## src/rtl/riscv_pkg.sv

```systemverilog
// Shared RISC-V front-end definitions: opcode constants, fetch FSM states and a
// word-alignment helper used by the fetch unit.
package riscv_pkg;

    localparam logic [6:0] R_TYPE = 7'b0110011;
    localparam logic [6:0] LW     = 7'b0000011;
    localparam logic [6:0] SW     = 7'b0100011;
    localparam logic [6:0] BR     = 7'b1100011;
    localparam logic [6:0] IMM    = 7'b0010011;
    localparam logic [6:0] JAL    = 7'b1101111;
    localparam logic [6:0] JALR   = 7'b1100111;
    localparam logic [6:0] HALT   = 7'b1111111;

    typedef enum logic [1:0] {
        FS_REQ    = 2'd0,
        FS_WAIT   = 2'd1,
        FS_HALTED = 2'd2
    } fetch_state_e;

    function automatic logic [31:0] word_align(input logic [31:0] addr);
        return addr & 32'hFFFF_FFFC;
    endfunction

endpackage

```

## src/rtl/fetch_buffer.sv

```systemverilog
// One-entry holding register for a fetched instruction and its address.
// valid/ready: the entry transfers on any cycle where out_valid & out_ready.
module fetch_buffer (
    input  logic        clk,
    input  logic        reset,
    input  logic        flush,
    input  logic        load,
    input  logic [31:0] load_inst,
    input  logic [31:0] load_pc,
    input  logic        out_ready,
    output logic        out_valid,
    output logic [31:0] out_inst,
    output logic [31:0] out_pc
);
    import riscv_pkg::*;

    logic        valid_q, valid_d;
    logic [31:0] inst_q, inst_d;
    logic [31:0] pc_q, pc_d;

    always_comb begin
        valid_d = valid_q;
        inst_d  = inst_q;
        pc_d    = pc_q;
        if (valid_q && out_ready) begin
            valid_d = 1'b0;
        end
        // A load in the same cycle as a transfer refills the entry.
        if (load) begin
            valid_d = 1'b1;
            inst_d  = load_inst;
            pc_d    = load_pc;
        end
        if (flush) begin
            valid_d = 1'b0;
        end
    end

    always_ff @(posedge clk) begin
        if (reset) begin
            valid_q <= 1'b0;
            inst_q  <= 32'd0;
            pc_q    <= 32'd0;
        end else begin
            valid_q <= valid_d;
            inst_q  <= inst_d;
            pc_q    <= pc_d;
        end
    end

    assign out_valid = valid_q;
    assign out_inst  = inst_q;
    assign out_pc    = pc_q;

endmodule

```

## src/rtl/instr_fetch.sv

```systemverilog
// Instruction fetch unit: one outstanding memory read, redirect squashing,
// halt on accepted halt instruction, one-entry buffer towards decode.
module instr_fetch #(
    parameter logic [31:0] RESET_PC = 32'h0000_0000
) (
    input  logic        clk,
    input  logic        reset,
    output logic        imem_req,
    output logic [31:0] imem_addr,
    input  logic        imem_rvalid,
    input  logic [31:0] imem_rdata,
    output logic        inst_valid,
    input  logic        inst_ready,
    output logic [31:0] inst,
    output logic [31:0] inst_pc,
    output logic [6:0]  opcode,
    input  logic        redirect_valid,
    input  logic [31:0] redirect_target,
    input  logic        halt,
    output logic        halted,
    output logic [1:0]  fsm_state
);
    import riscv_pkg::*;

    fetch_state_e state_q, state_d;
    logic [31:0]  pc_q, pc_d;
    logic         squash_q, squash_d;

    logic xfer, halt_xfer, redir, fire, buf_load;

    always_comb begin
        xfer      = inst_valid & inst_ready;
        halt_xfer = xfer & halt & (state_q != FS_HALTED);
        redir     = redirect_valid & (state_q != FS_HALTED) & ~halt_xfer;
        // No request on the cycle the halt instruction leaves, so nothing dangles.
        fire      = (state_q == FS_REQ) & (~inst_valid | inst_ready) & ~halt_xfer;

        state_d  = state_q;
        pc_d     = pc_q;
        squash_d = squash_q;
        buf_load = 1'b0;

        unique case (state_q)
            FS_REQ: begin
                if (halt_xfer) begin
                    state_d  = FS_HALTED;
                    squash_d = 1'b0;
                end else if (fire) begin
                    state_d  = FS_WAIT;
                    // A request to the old pc issued alongside a redirect is stale.
                    squash_d = redir;
                end
            end
            FS_WAIT: begin
                if (halt_xfer) begin
                    state_d  = FS_HALTED;
                    squash_d = 1'b0;
                end else if (imem_rvalid) begin
                    state_d  = FS_REQ;
                    squash_d = 1'b0;
                    if (!squash_q && !redir) begin
                        buf_load = 1'b1;
                        pc_d     = pc_q + 32'd4;
                    end
                end else if (redir) begin
                    squash_d = 1'b1;
                end
            end
            FS_HALTED: begin
                state_d = FS_HALTED;
            end
            default: begin
                state_d = FS_REQ;
            end
        endcase

        if (redir) begin
            pc_d = word_align(redirect_target);
        end
    end

    always_ff @(posedge clk) begin
        if (reset) begin
            state_q  <= FS_REQ;
            pc_q     <= word_align(RESET_PC);
            squash_q <= 1'b0;
        end else begin
            state_q  <= state_d;
            pc_q     <= pc_d;
            squash_q <= squash_d;
        end
    end

    fetch_buffer u_buf (
        .clk       (clk),
        .reset     (reset),
        .flush     (redir | halt_xfer),
        .load      (buf_load),
        .load_inst (imem_rdata),
        .load_pc   (pc_q),
        .out_ready (inst_ready),
        .out_valid (inst_valid),
        .out_inst  (inst),
        .out_pc    (inst_pc)
    );

    assign imem_req  = fire & ~reset;
    assign imem_addr = imem_req ? pc_q : 32'd0;
    assign opcode    = inst[6:0];
    assign halted    = (state_q == FS_HALTED);
    assign fsm_state = state_q;

endmodule

```

## config.mk

```make
export PLATFORM = sky130hd
export DESIGN_NAME = instr_fetch
export DESIGN_NICKNAME = d
export VERILOG_FILES = /design/src/rtl/riscv_pkg.sv /design/src/rtl/fetch_buffer.sv /design/src/rtl/instr_fetch.sv
export SDC_FILE = /design/constraint.sdc
export NUM_CORES = 1
export LEC_CHECK = 0
export CAP_MARGIN = 10
export CORE_MARGIN = 8
export CORE_UTILIZATION = 47
export DETAILED_ROUTE_END_ITERATION = 10
export HOLD_SLACK_MARGIN = 0.06
export PLACE_DENSITY = 0.85
export SYNTH_ARGS = -nofsm -noshare
export SYNTH_HDL_FRONTEND = slang
export SYNTH_SLANG_ARGS = --single-unit
```

## constraint.sdc

```tcl
create_clock -name clk -period 4.2 [get_ports clk]
set_input_delay 0.84 -clock clk [delete_from_list [all_inputs] [get_ports clk]]
set_output_delay 0.84 -clock clk [all_outputs]
set_load 0.05 [all_outputs]
```

Word-level counts from Yosys, hierarchy flattened
Index checks and enable logic that the tools add are counted.
{"block": "word_totals", "output_inout_bits": 108, "regBits": 100, "elab_cells": 67}
{"block": "op_classes", "bitwise": 13, "mux": 23, "addsub": 1, "n_eq_ne": 7, "reduce_logical": 16}
{"cell": "two-way mux 32 bit", "n": 6}
{"cell": "adder 32 x 3 -> 32 bit (second input constant)", "n": 1}
{"cell": "two-way mux 1 bit", "n": 11}
{"cell": "nonzero test 2 bit", "n": 5}
{"cell": "bitwise AND 1 bit", "n": 8}
{"cell": "two-way mux 2 bit", "n": 4}
{"cell": "AND reduction 4 bit", "n": 2}
{"cell": "inequality test 3 bit (second input constant)", "n": 2}
{"cell": "case mux 2 bit (3 select lines)", "n": 1}
{"cell": "inequality test 4 bit (second input constant)", "n": 1}
{"cell": "OR reduction 2 bit", "n": 2}
{"cell": "inverter 1 bit", "n": 3}
{"cell": "AND reduction 3 bit", "n": 1}
{"cell": "equality test 2 x 1 -> 1 bit (second input constant)", "n": 1}
{"cell": "equality test 2 bit (second input constant)", "n": 1}
{"cell": "logical AND 1 bit", "n": 2}
{"cell": "zero test 1 bit", "n": 2}
{"cell": "zero test 2 bit", "n": 1}
{"cell": "inequality test 2 x 1 -> 1 bit (second input constant)", "n": 1}
{"cell": "inequality test 2 bit (second input constant)", "n": 1}
{"cell": "OR 1 bit", "n": 2}
{"cell": "case mux 1 bit (2 select lines)", "n": 1}
{"cell": "AND reduction 2 bit", "n": 1}

Depth between registers and ports, before layout
{"block": "logic_depth", "word_depth": 12, "mapped_depth": 8, "ltp_nobuf": 5}

By module
Synthesis repeated with hierarchy kept, for this count alone.
{"block": "hier_totals", "hier_cells": 519, "area_unflattened_um2": 4700.8}
{"module": "instr_fetch", "area_each_um2": 2379.8, "seq_area_each_um2": 660.6, "cells_each": 309, "instances": 1}
{"module": "fetch_buffer", "area_each_um2": 2321.0, "seq_area_each_um2": 1301.2, "cells_each": 210, "instances": 1}

Least setup slack after synthesis
No wires, ideal clock.
{"block": "synth_timing", "kind": "input port to output port", "from": "in halt", "to": "out imem_addr[23]", "t_required_ns": 3.360, "path_slack_ns": 0.543, "cell_stages": 4, "arrival_ns": 2.817, "path_cell_list": "nand2b_1 -> a2111oi_0 -> clkbuf_1 -> and2_1"}
{"block": "synth_via", "elab_chain_cells": 6}
{"item": "from (decl)", "line_no": "instr_fetch.sv:19", "rtl": "input logic halt,"}
{"item": "bitwise AND 1 bit (2 in a row)", "line_no": "instr_fetch.sv:33", "rtl": "halt_xfer = xfer & halt & (state_q != FS_HALTED);"}
{"item": "inverter 1 bit (no line)"}
{"item": "bitwise AND 1 bit", "line_no": "instr_fetch.sv:36", "rtl": "fire = (state_q == FS_REQ) & (~inst_valid | inst_ready) & ~halt_xfer;"}
{"item": "bitwise AND 1 bit", "line_no": "instr_fetch.sv:107", "rtl": "assign imem_req = fire & ~reset;"}
{"item": "via imem_req", "line_no": "instr_fetch.sv:8", "rtl": "output logic imem_req,"}
{"item": "two-way mux 32 bit", "line_no": "instr_fetch.sv:108", "rtl": "assign imem_addr = imem_req ? pc_q : 32'd0;"}
{"item": "to (decl)", "line_no": "instr_fetch.sv:9", "rtl": "output logic [31:0] imem_addr,"}
The timed path passes the listed nets, and every way through them passes these cells.

Worst setup path after layout
{"block": "layout_timing", "from": "in halt", "to": "out imem_addr[19]"}
{"block": "layout_via", "elab_chain_cells": 6}
{"item": "bitwise AND 1 bit (2 in a row)", "line_no": "instr_fetch.sv:33"}
{"item": "inverter 1 bit (no line)"}
{"item": "bitwise AND 1 bit", "line_no": "instr_fetch.sv:36"}
{"item": "bitwise AND 1 bit", "line_no": "instr_fetch.sv:107"}
{"item": "two-way mux 32 bit", "line_no": "instr_fetch.sv:108"}
Every way passes these cells.

==> out/qor.yml <==
synth:
  postSynth.topFlopCell: "sky130_fd_sc_hd__dfxtp_1"
  post_synth_inst_count: 557
  yosysSeqAreaShare: 0.439
  synthesis.area_um2: 4380
  flip_flop_and_latch_count_after_synthesis: 96
  synth_async_sr_flop_share: 0
  post_synth_num_cell_types: 36
  netlist.top_cell.by_area: "sky130_fd_sc_hd__dfxtp_1"
  synth.area.top_cells: "sky130_fd_sc_hd__dfxtp_1 (44%), sky130_fd_sc_hd__nand2_1 (12%), sky130_fd_sc_hd__a21oi_1 (7.2%)"
  ys.warnings.count: 0
  synth_enable_flop_cells: 0
  synthesis.area_per_instance_um2: 7.86
  synth_top_area_frac: 0.439
floorplan:
  number_of_top_level_design_ports: 178
  design.core.area_um2: 9150
  std_cell_rows: 35
  area_of_the_die_um2: 12700
  die_w_um: 113
  initial_core_util: 0.478
  die_height_um: 113
cells_and_area:
  num-nets-final: 766
  fraction_of_layout_instances_using_a_drive_strength_above_1: 0.0957
  area.growth.synth_to_final_pct: 49.5
  antenna-diode-count: 0
  fill_cells: 719
place:
  detailedPlacementHpwl_um: 10000
  gp_routability_congestion: 0.785
  place.port_buffers: 171
  place_ws_ns: 0.799
setup_path:
  crit_slowest_cell: "sky130_fd_sc_hd__a2111oi_2"
  regToRegStartpoint: "fsm_state[0]"
  timing.reg2reg.worst_path_depth: 6
  startpoint: "halt"
  slowest_delay_ns: 0.44
  regToRegSetupSlack_ns: 1.85
  critical_path_cell_by_cell: "clkdlybuf4s50_1, nand2b_1, a2111oi_2, buf_4, and2_1, buf_12"
  worst_setup_path_start_kind: "input pin"
  largest_fanout_on_the_critical_path: 18
  crit-reg2reg-capture: "u_buf.out_inst[25]"
  worstSetupEndpointType: "primary output"
  critical_path_class: "input pin to primary output"
  cp.arrival_ns: 2.56
  data_required_time_of_the_worst_path_ns: 3.36
hold_path:
  worstHoldPathType: "flip-flop to flip-flop"
  holdPathStages: 2
  worstHoldEndpoint: "u_buf.out_inst[17]"
  hold_start: "u_buf.out_inst[17]"
route:
  route.antenna.remaining_nets: 0
  route.detailed.vias_per_inst: 5.33
  drcViolationCount: 0
  via_count: 4322
  wire_per_inst_um: 16.8
  drt-initial-drc-count: 261
  detailedRoute.firstPassIterationCount: 4
  drt-total-wl_um: 13600
grt:
  largest_net_degree_at_the_start_of_global_routing: 97
  number_of_antenna_violations_at_the_first_check_in_global_routing: 0
  vias_in_the_first_global_route: 4323
  overflow: 0
  global_route_wire_length_before_repair_um: 21700
  grt_use_total: 0.209
sta:
  fmax_mhz: 294
  postLayoutSetupSlackWorst_ns: 0.798
  final-setup-viol-count: 0
  rsz0062_at_grt: "false"
  post-route-min-period_ns: 3.40
  final_hold_viol_count: 0
  setup_total_negative_slack_ns: 0
  worst-slew-pin-transition_ns: 1.00
  clock-skew-final_ns: 0.0157
  timing.max_slew.rel_slack: 0.332
  timing_max_transition_violations_final: 0
  min_period_over_period: 0.810
clock_network:
  clkLatencyLatePin_ns: 0.35
  cts_hold_repair.buffers: 0
  numCtsBuffers: 9
  cts_root_buf: "sky130_fd_sc_hd__clkbuf_8"
  number_of_buffers_inserted_by_post_cts_setup_repair: 0
  clock_sink_count: 96
  post_cts_resized: 0
  clock_path_buffers: 2
  cts_tree: "yes"
  clk_pin_slew_ns: 0.09
  clock_tree.htree_level_count: 3
job:
  max-cap-violations: 0
power:
  worst_ir_drop_vdd_mv: 0.210
  power_density_nw_per_um2: 304
  p_leak_nw: 2.19
status:
  outcome: "complete, no violations"
==> cells by family (layout without fill, tap and decap cells) <==
group / Yosys count / after routing / share of synthesized area
buffers and inverters: 57 / 197 / 0.0600
XOR/XNOR: 25 / 25 / 0.0500
other: 1 / 4 / 0.000857
adder cells (fa/ha/maj): 1 / 1 / 0.00286
AO/OA/AOI/OAI: 103 / 103 / 0.141
flip-flops: 96 / 96 / 0.439
AND/OR/NAND/NOR: 274 / 274 / 0.307
==> cells in the final DEF (no fill, tap or decap), types with 2 or more instances in the layout <==
cell type,n
sky130_fd_sc_hd__buf_12,32
sky130_fd_sc_hd__a211oi_1,28
sky130_fd_sc_hd__or3_1,3
sky130_fd_sc_hd__xor2_1,7
sky130_fd_sc_hd__buf_4,6
sky130_fd_sc_hd__nand2_1,139
sky130_fd_sc_hd__xnor2_1,18
sky130_fd_sc_hd__nor2_1,41
sky130_fd_sc_hd__inv_1,4
sky130_fd_sc_hd__nor4_2,7
sky130_fd_sc_hd__nor3_1,10
sky130_fd_sc_hd__a311oi_1,4
sky130_fd_sc_hd__clkinvlp_4,3
sky130_fd_sc_hd__clkdlybuf4s50_1,139
sky130_fd_sc_hd__clkbuf_1,3
sky130_fd_sc_hd__clkbuf_8,9
sky130_fd_sc_hd__nand2b_1,4
sky130_fd_sc_hd__dfxtp_1,96
sky130_fd_sc_hd__a21oi_1,63
sky130_fd_sc_hd__conb_1,4
sky130_fd_sc_hd__and2_1,32
sky130_fd_sc_hd__and3_1,2
sky130_fd_sc_hd__nor4_1,2
sky130_fd_sc_hd__and4_1,5
sky130_fd_sc_hd__nand4_1,11
sky130_fd_sc_hd__nand3_1,12
sky130_fd_sc_hd__o21ai_0,3
==> worst max-delay path by stage <==
stage	endpoint	slack, ns
6_report	imem_addr[19]	0.80
5_1_grt	imem_addr[28]	0.69
4_1_cts	imem_addr[19]	0.79
3_3_place_gp	imem_addr[29]	0.82
3_5_place_dp	imem_addr[19]	0.80
2_1_floorplan	imem_addr[23]	0.54
==> power breakdown <==
part | switching, W | internal, W
logic | 0.000258 | 0.000196
registers | 0.0000484 | 0.000950
clock network | 0.000318 | 0.000218
total | 0.000624 | 0.00136
==> through the flow <==
stage / utilization / cells / hold slack (ns) / total power [W] / area [um^2]
after floorplan: - / 560 / 0.452 / 0.00127 / 4390
after global placement: 0.697 / 795 / 0.442 / 0.00146 / 6380
after detailed placement: 0.697 / 795 / 0.446 / 0.00147 / 6380
after CTS: 0.715 / 811 / 0.459 / 0.00200 / 6540
after global routing: 0.715 / 811 / 0.474 / 0.00208 / 6540
final: 0.715 / 811 / 0.456 / 0.00199 / 6540
==> sequential cells by signal (all words and copies together), names as in the netlist <==
register and flops:
fsm_state 2, u_buf.out_inst 32, u_buf.out_valid 1, pc_q 30, u_buf.out_pc 30, squash_q 1
==> cell usage after synthesis (all sizes together), types with 2 or more instances <==
| master | number |
|---|---|
| and3 | 2 |
| buf | 16 |
| and2 | 32 |
| or3 | 3 |
| dfxtp | 96 |
| and4 | 5 |
| nand3 | 13 |
| a311oi | 4 |
| nor2 | 41 |
| nand2 | 139 |
| nor3 | 10 |
| nor4 | 9 |
| xnor2 | 18 |
| o21ai | 3 |
| clkbuf | 37 |
| a21oi | 64 |
| nand4 | 12 |
| xor2 | 7 |
| nand2b | 4 |
| inv | 4 |
| a211oi | 28 |
==> metal layers <==
layer | vias up | GRT usage | part of all wire
met2 | 136 | 0.365 | 0.51
li1 | 2130 | - | -
met1 | 2037 | 0.227 | 0.40
met4 | 0 | 0.0863 | 0.019
met3 | 19 | 0.0698 | 0.071
met5 | - | 0 | 0
==> area by class of cell <==
cell class | instances | area, um^2 | area share
Sequential cell | 96 | 1920 | 0.294
Multi-Input combinational cell | 407 | 2220 | 0.340
Clock inverter | 4 | 31.3 | 0.00478
Clock buffer | 12 | 135 | 0.0207
Inverter | 4 | 15.0 | 0.00229
Timing Repair Buffer | 177 | 2080 | 0.317
Tap cell | 111 | 139 | 0.0212
==> critical path, delay by kind of cell <==
kind / cells / cell delay (ns)
AO/OA/AOI/OAI: 1 / 0.44
buffers and inverters: 3 / 0.90
AND/OR/NAND/NOR: 2 / 0.38
No activity file was read; power rests on OpenSTA's default activity.
